[config.mk]
export PLATFORM = sky130hd
export DESIGN_NAME = adc_serial_reg_writer_flat
export DESIGN_NICKNAME = d
export VERILOG_FILES = /design/src/rtl/adc_serial_reg_writer_if.sv /design/src/rtl/adc_serial_reg_writer.sv /design/src/flat_wrapper.sv
export SDC_FILE = /design/constraint.sdc
export NUM_CORES = 1
export LEC_CHECK = 0
export ABC_CLOCK_PERIOD_IN_PS = 6410
export CAP_MARGIN = 20
export CORE_MARGIN = 10
export CORE_UTILIZATION = 60
export CTS_CLUSTER_SIZE = 14
export DETAILED_ROUTE_END_ITERATION = 10
export GPL_TIMING_DRIVEN = 0
export HOLD_SLACK_MARGIN = 0.15
export PLACE_DENSITY = 0.76
export SYNTH_ARGS = -nofsm -noshare
export SYNTH_HDL_FRONTEND = slang
export SYNTH_SLANG_ARGS = --single-unit
[constraint.sdc]
create_clock -name Clock -period 6.41 [get_ports Clock]
set_clock_uncertainty 0.2 [all_clocks]
set_input_delay 0.641 -clock Clock [delete_from_list [all_inputs] [get_ports Clock]]
set_output_delay 0.641 -clock Clock [all_outputs]
set_load 0.01 [all_outputs]
[src/rtl/adc_serial_reg_writer_if.sv]
// Request/serial-bus bundle for adc_serial_reg_writer.
// master: upstream requester (drives requests, observes serial lines and status).
// slave : the register writer itself.
interface adc_serial_reg_writer_if;
  logic init;
  logic des_enable;
  logic des_disable;
  logic sclk;
  logic sdata;
  logic select;
  logic done;
  logic busy;

  modport master (
    output init, des_enable, des_disable,
    input  sclk, sdata, select, done, busy
  );

  modport slave (
    input  init, des_enable, des_disable,
    output sclk, sdata, select, done, busy
  );
endinterface

[src/rtl/adc_serial_reg_writer.sv]
// Three-wire serial register writer for the ADC extended-control interface.
// Shifts fixed 32-bit frames ({12'h001, addr[3:0], data[15:0]}, MSB first)
// out on sclk/sdata/select in response to level requests, then pulses done.
// Optional build macro ADC_SER_TESTPAT_EN appends a fifth init frame
// (0x1, 0xB3FF) that turns on the ADC test-pattern output.
module adc_serial_reg_writer #(
  parameter int unsigned CLK_DIV    = 4,
  parameter int unsigned GAP_CYCLES = 16
) (
  input  logic                   Clock,
  input  logic                   Reset,
  adc_serial_reg_writer_if.slave bus
);

  typedef enum logic [2:0] {
    IDLE,
    SETUP,
    SHIFT,
    HOLD,
    GAP,
    RELEASE
  } state_t;

  localparam logic [7:0] DIV_LAST = 8'(CLK_DIV - 1);
  localparam logic [7:0] GAP_LAST = 8'(GAP_CYCLES - 1);

  // Frame ROM layout: 0..3 (or 0..4) init sequence, then the two DES frames.
  localparam logic [2:0] INIT_FIRST  = 3'd0;
`ifdef ADC_SER_TESTPAT_EN
  localparam logic [2:0] INIT_LAST   = 3'd4;
`else
  localparam logic [2:0] INIT_LAST   = 3'd3;
`endif
  localparam logic [2:0] DES_ON_IDX  = 3'd5;
  localparam logic [2:0] DES_OFF_IDX = 3'd6;

  function automatic logic [31:0] frame_word(input logic [2:0] idx);
    logic [3:0]  addr;
    logic [15:0] data;
    case (idx)
      3'd0:    begin addr = 4'h1; data = 16'hB2FF; end
      3'd1:    begin addr = 4'h2; data = 16'h007F; end
      3'd2:    begin addr = 4'h3; data = 16'h807F; end
      3'd3:    begin addr = 4'hD; data = 16'h3FFF; end
      3'd4:    begin addr = 4'h1; data = 16'hB3FF; end
      3'd5:    begin addr = 4'hE; data = 16'hBFFF; end
      3'd6:    begin addr = 4'hE; data = 16'h3FFF; end
      default: begin addr = 4'h0; data = 16'h0000; end
    endcase
    return {12'h001, addr, data};
  endfunction

  state_t      state_q, state_d;
  logic [7:0]  div_q, div_d;
  logic [5:0]  bit_q, bit_d;
  logic        half_q, half_d;
  logic [2:0]  ptr_q, ptr_d;
  logic [2:0]  last_q, last_d;
  logic        sclk_q, sclk_d;
  logic        sdata_q, sdata_d;
  logic        select_q, select_d;
  logic        done_q, done_d;
  logic        busy_q, busy_d;
  logic [31:0] frame_d;
  logic        shifting_d;

  // Next-state sequencing; outputs are derived from the next state so that
  // every serial line and status flag comes straight off a register.
  always_comb begin
    state_d = state_q;
    div_d   = div_q;
    bit_d   = bit_q;
    half_d  = half_q;
    ptr_d   = ptr_q;
    last_d  = last_q;
    done_d  = 1'b0;

    case (state_q)
      IDLE: begin
        div_d  = '0;
        bit_d  = '0;
        half_d = 1'b0;
        if (bus.init) begin
          state_d = SETUP;
          ptr_d   = INIT_FIRST;
          last_d  = INIT_LAST;
        end else if (bus.des_disable) begin
          state_d = SETUP;
          ptr_d   = DES_OFF_IDX;
          last_d  = DES_OFF_IDX;
        end else if (bus.des_enable) begin
          state_d = SETUP;
          ptr_d   = DES_ON_IDX;
          last_d  = DES_ON_IDX;
        end
      end
      SETUP: begin
        if (div_q == DIV_LAST) begin
          state_d = SHIFT;
          div_d   = '0;
          half_d  = 1'b0;
        end else begin
          div_d = div_q + 8'd1;
        end
      end
      SHIFT: begin
        if (div_q == DIV_LAST) begin
          div_d = '0;
          if (!half_q) begin
            half_d = 1'b1;
          end else if (bit_q == 6'd31) begin
            state_d = HOLD;
            half_d  = 1'b0;
          end else begin
            bit_d  = bit_q + 6'd1;
            half_d = 1'b0;
          end
        end else begin
          div_d = div_q + 8'd1;
        end
      end
      HOLD: begin
        if (div_q == DIV_LAST) begin
          state_d = GAP;
          div_d   = '0;
        end else begin
          div_d = div_q + 8'd1;
        end
      end
      GAP: begin
        // After the final gap, GAP is extended by one cycle carrying done,
        // so busy stays high through the done pulse.
        if (done_q) begin
          state_d = RELEASE;
        end else if (div_q == GAP_LAST) begin
          if (ptr_q != last_q) begin
            state_d = SETUP;
            ptr_d   = ptr_q + 3'd1;
            div_d   = '0;
            bit_d   = '0;
            half_d  = 1'b0;
          end else begin
            done_d = 1'b1;
          end
        end else begin
          div_d = div_q + 8'd1;
        end
      end
      RELEASE: begin
        if (!(bus.init || bus.des_enable || bus.des_disable)) begin
          state_d = IDLE;
        end
      end
      default: state_d = IDLE;
    endcase

    frame_d    = frame_word(ptr_d);
    shifting_d = (state_d == SETUP) || (state_d == SHIFT) || (state_d == HOLD);
    select_d   = !shifting_d;
    sclk_d     = (state_d == SHIFT) && half_d;
    sdata_d    = shifting_d ? frame_d[5'd31 - bit_d[4:0]] : 1'b0;
    busy_d     = shifting_d || (state_d == GAP);
  end

  // State, counters and registered outputs; reset abandons any partial frame.
  always_ff @(posedge Clock) begin
    if (Reset) begin
      state_q  <= IDLE;
      div_q    <= '0;
      bit_q    <= '0;
      half_q   <= 1'b0;
      ptr_q    <= '0;
      last_q   <= '0;
      sclk_q   <= 1'b0;
      sdata_q  <= 1'b0;
      select_q <= 1'b1;
      done_q   <= 1'b0;
      busy_q   <= 1'b0;
    end else begin
      state_q  <= state_d;
      div_q    <= div_d;
      bit_q    <= bit_d;
      half_q   <= half_d;
      ptr_q    <= ptr_d;
      last_q   <= last_d;
      sclk_q   <= sclk_d;
      sdata_q  <= sdata_d;
      select_q <= select_d;
      done_q   <= done_d;
      busy_q   <= busy_d;
    end
  end

  assign bus.sclk   = sclk_q;
  assign bus.sdata  = sdata_q;
  assign bus.select = select_q;
  assign bus.done   = done_q;
  assign bus.busy   = busy_q;

endmodule

[src/flat_wrapper.sv]
// flat-port wrapper written by rule: the top's interface ports become plain ports
module adc_serial_reg_writer_flat 
#(
  parameter int unsigned CLK_DIV    = 4,
  parameter int unsigned GAP_CYCLES = 16
)
  (Clock, Reset, bus_init, bus_des_enable, bus_des_disable, bus_sclk, bus_sdata, bus_select, bus_done, bus_busy);
  adc_serial_reg_writer_if bus_i ();
  input  logic Clock;
  input  logic Reset;
  input wire logic [$bits(bus_i.init)-1:0] bus_init;
  input wire logic [$bits(bus_i.des_enable)-1:0] bus_des_enable;
  input wire logic [$bits(bus_i.des_disable)-1:0] bus_des_disable;
  output wire logic [$bits(bus_i.sclk)-1:0] bus_sclk;
  output wire logic [$bits(bus_i.sdata)-1:0] bus_sdata;
  output wire logic [$bits(bus_i.select)-1:0] bus_select;
  output wire logic [$bits(bus_i.done)-1:0] bus_done;
  output wire logic [$bits(bus_i.busy)-1:0] bus_busy;
  assign bus_i.init = bus_init;
  assign bus_i.des_enable = bus_des_enable;
  assign bus_i.des_disable = bus_des_disable;
  assign bus_sclk = bus_i.sclk;
  assign bus_sdata = bus_i.sdata;
  assign bus_select = bus_i.select;
  assign bus_done = bus_i.done;
  assign bus_busy = bus_i.busy;
  adc_serial_reg_writer #(.CLK_DIV(CLK_DIV), .GAP_CYCLES(GAP_CYCLES)) u_core (.Clock(Clock), .Reset(Reset), .bus(bus_i));
endmodule
==> metrics.txt <==
# TYPE chip_impl_metric gauge
chip_impl_metric{name="wl",unit="um"} 4610
chip_impl_metric{name="wire_length_of_the_first_global_routing_pass",unit="um"} 7810
chip_impl_metric{name="cellPowerDensity",unit="nW/um2"} 211
chip_impl_metric{name="drtIter0Drc",unit=""} 160
chip_impl_metric{name="cts_hold_buffers",unit=""} 0
chip_impl_info{name="setup.worst_path.class",value="flop to flop"} 1
chip_impl_metric{name="irDropWorstVdd",unit="mV"} 0.129
chip_impl_metric{name="totalNegativeSetupSlack",unit="ns"} 0
chip_impl_info{name="leading_cell_type_in_the_layout_fill_and_taps_excluded",value="nor2_1"} 1
chip_impl_metric{name="detail-route-antenna-nets",unit=""} 0
chip_impl_info{name="clock-root-buffer",value="clkbuf_4"} 1
chip_impl_metric{name="final.fill_count",unit=""} 261
chip_impl_metric{name="detail_route.first_pass.iterations",unit=""} 5
chip_impl_metric{name="dpl.cell_count",unit=""} 290
chip_impl_info{name="ys_dominant_reg_cell",value="dfxtp_1"} 1
chip_impl_metric{name="cts_num_sinks",unit=""} 29
chip_impl_metric{name="async_flop_share",unit="%"} 0
chip_impl_metric{name="initial_utilization",unit="%"} 62.5
chip_impl_metric{name="buffers_on_ports",unit=""} 8
chip_impl_metric{name="fp.dieH",unit="um"} 76.2
chip_impl_metric{name="post_cts.repair.setup_buffers",unit=""} 0
chip_impl_metric{name="timing.max_cap.violations",unit=""} 0
chip_impl_metric{name="detail_route.drc_violations",unit=""} 0
chip_impl_metric{name="final.period_utilization",unit="%"} 52.9
chip_impl_metric{name="syn-instance-count",unit=""} 238
chip_impl_metric{name="final_report_hold_violation_count",unit=""} 0
chip_impl_metric{name="core",unit="um2"} 3030
chip_impl_metric{name="relative_slew_margins",unit="%"} 34.8
chip_impl_metric{name="pin_count_of_the_biggest_net_entering_global_routing",unit=""} 11
chip_impl_metric{name="antenna_violations_before_repair",unit=""} 0
chip_impl_metric{name="die-width",unit="um"} 76.2
chip_impl_info{name="rsz_0062_raised_after_global_routing",value="false"} 1
chip_impl_info{name="outcome",value="complete, no violations"} 1
chip_impl_metric{name="crit_arrival",unit="ns"} 3.41
chip_impl_metric{name="power.leakage",unit="uW"} 0.000795
chip_impl_metric{name="worst-slew-pin-transition",unit="ns"} 0.971
chip_impl_metric{name="clk_pin_slew",unit="ns"} 0.10
chip_impl_metric{name="globalRoute.totalOverflow",unit=""} 0
chip_impl_metric{name="layout.cells.non_filler",unit=""} 298
chip_impl_info{name="cts_tree",value="done"} 1
chip_impl_metric{name="drive_above_1_share",unit="%"} 8.66
chip_impl_metric{name="path_max_fanout",unit=""} 9
chip_impl_metric{name="synthDistinctLibCells",unit=""} 62
chip_impl_metric{name="post_cts_resized",unit=""} 0
chip_impl_metric{name="tritoncts.num_buffers",unit=""} 5
chip_impl_metric{name="clock_tree.htree_level_count",unit=""} 2
chip_impl_metric{name="avgViaCountPerCell",unit=""} 6.15
chip_impl_metric{name="core.rowCount",unit=""} 20
chip_impl_metric{name="mappedNetlistArea",unit="um2"} 1890
chip_impl_metric{name="syn_to_final_growth",unit="%"} 12.6
chip_impl_metric{name="dieArea",unit="um2"} 5800
chip_impl_metric{name="worst-endpoint-required",unit="ns"} 6.43
chip_impl_metric{name="first_global_vias",unit=""} 1718
chip_impl_info{name="layout_common_cells",value="nor2_1, dfxtp_1, nand2_1"} 1
chip_impl_metric{name="design.portCount",unit=""} 10
chip_impl_info{name="timing.hold.worst.class",value="flop to flop"} 1
chip_impl_metric{name="avgSynthCellArea",unit="um2"} 7.95
chip_impl_metric{name="dp_hpwl",unit="um"} 3370
chip_impl_metric{name="finalCriticalPeriod",unit="ns"} 3.39
chip_impl_metric{name="synth_edf_count",unit=""} 0
chip_impl_metric{name="ys_seq_area_share",unit="%"} 30.7
chip_impl_metric{name="setup_viol_count_final",unit=""} 0
chip_impl_metric{name="max_root_sink_buffers",unit=""} 2
chip_impl_metric{name="nets_in_the_synthesized_netlist",unit=""} 250
chip_impl_info{name="critPathLaunchType",value="flop"} 1
chip_impl_metric{name="insertion_delay",unit="ns"} 0.33
chip_impl_metric{name="yosys_warnings",unit=""} 0
chip_impl_metric{name="clock.fmax",unit="MHz"} 295
chip_impl_metric{name="post_drt_wl_per_cell",unit="um"} 15.5
chip_impl_metric{name="grt_usage",unit="%"} 15.7
chip_impl_metric{name="insertedDiodeCount",unit=""} 0
chip_impl_metric{name="globalplace.congestion",unit=""} 0.861
chip_impl_metric{name="dr_total_vias",unit=""} 1832
chip_impl_metric{name="ys_ff_latch",unit=""} 29
chip_impl_metric{name="final_net_count",unit=""} 265
chip_impl_metric{name="timing.final.max_slew_violations",unit=""} 0
chip_impl_info{name="critical_path_capture_point_type",value="flop"} 1
-- critical path, stage by stage, from the launching register on --
cell,delay (ns)
dfxtp_1,0.38
ha_1,0.18
nor3b_2,0.31
nand2_1,0.27
or3_4,0.42
o311ai_4,0.50
inv_4,0.07
ha_1,0.26
nor3_1,0.30
o221ai_1,0.18
o31ai_2,0.10
o22ai_1,0.10
-- per-layer routing --
layer	vias to the layer above	track usage, %	part of all wire [%]
li1	907	-	-
met1	850	19.0	43
met2	63	25.5	48
met3	12	4.36	7.0
met4	0	6.32	2.2
met5	-	0	0
-- final cells by class --
cell class | count | area (um2) | area share, %
Multi-Input combinational cell | 187 | 1210 | 57.1
Sequential cell | 29 | 581 | 27.3
Timing Repair Buffer | 8 | 80.1 | 3.76
Clock inverter | 3 | 65.1 | 3.06
Tap cell | 44 | 55.1 | 2.59
Inverter | 13 | 51.3 | 2.41
Buffer | 9 | 45.0 | 2.12
Clock buffer | 5 | 37.5 | 1.76
-- synthesized netlist by cell type, drive strengths merged, types with 5 or more instances --
| master | number | area share (%) |
|---|---|---|
| a31oi | 6 | 2.0 |
| and3 | 7 | 2.3 |
| nand2 | 18 | 3.6 |
| a21oi | 9 | 2.4 |
| nor2 | 38 | 7.5 |
| o21ai | 10 | 2.6 |
| ha | 7 | 4.6 |
| nor4 | 5 | 2.0 |
| nor3 | 8 | 2.1 |
| xnor2 | 7 | 3.2 |
| dfxtp | 29 | 31 |
| inv | 13 | 2.7 |
| clkbuf | 5 | 0.99 |
-- sequential cells by signal, indices dropped and copies added (netlist names), 3 cells and up --
register and cells:
u_core.bit_q 6, u_core.div_q 8, u_core.last_q 3, u_core.ptr_q 3, u_core.state_q 3
-- kinds of logic (layout without fill, tap and decap cells) --
logic type               after synthesis  after routing  share of synthesized area (%)
AND/OR/NAND/NOR                      108            108                           30.2
AO/OA/AOI/OAI                         58             58                           22.7
multiplexers                           3              3                           1.59
XOR/XNOR                              11             11                           5.09
flip-flops                            29             29                           30.7
adder cells (fa/ha/maj)                7              7                           4.63
buffers and inverters                 22             38                           5.09
-- path summary, 6_finish.rpt --
path | cells past startpoint | slack (ns) | start | endpoint
worst max-delay path | 11 | 3.02 | u_core.div_q[0] | u_core.bus.sdata
worst min-delay path | 2 | 0.28 | u_core.last_q[1] | u_core.last_q[1]
worst max register to register | 11 | 3.02 | u_core.div_q[0] | u_core.bus.sdata
worst min register to register | 2 | 0.28 | u_core.last_q[1] | u_core.last_q[1]
-- report_power, final --
part,switching (uW),leakage (uW),internal (uW)
clock network,68.6,0.0000552,121
registers,4.48,0.000236,186
logic,41.6,0.000504,28.3
-- through the flow --
stage | area, um2 | power (uW) | setup slack [ns] | hold WS (ns) | util [%]
5_1_grt | 2130 | 468 | 2.79 | 0.315 | 70.3
4_1_cts | 2130 | 450 | 3.08 | 0.283 | 70.3
3_5_place_dp | 2030 | 263 | 3.10 | 0.269 | 66.9
2_1_floorplan | 1890 | 245 | 3.51 | 0.244 | -
6_report | 2130 | 450 | 3.02 | 0.281 | 70.3
3_3_place_gp | 2030 | 260 | 3.18 | 0.255 | 66.9
No activity file was read; power rests on OpenSTA's default activity.
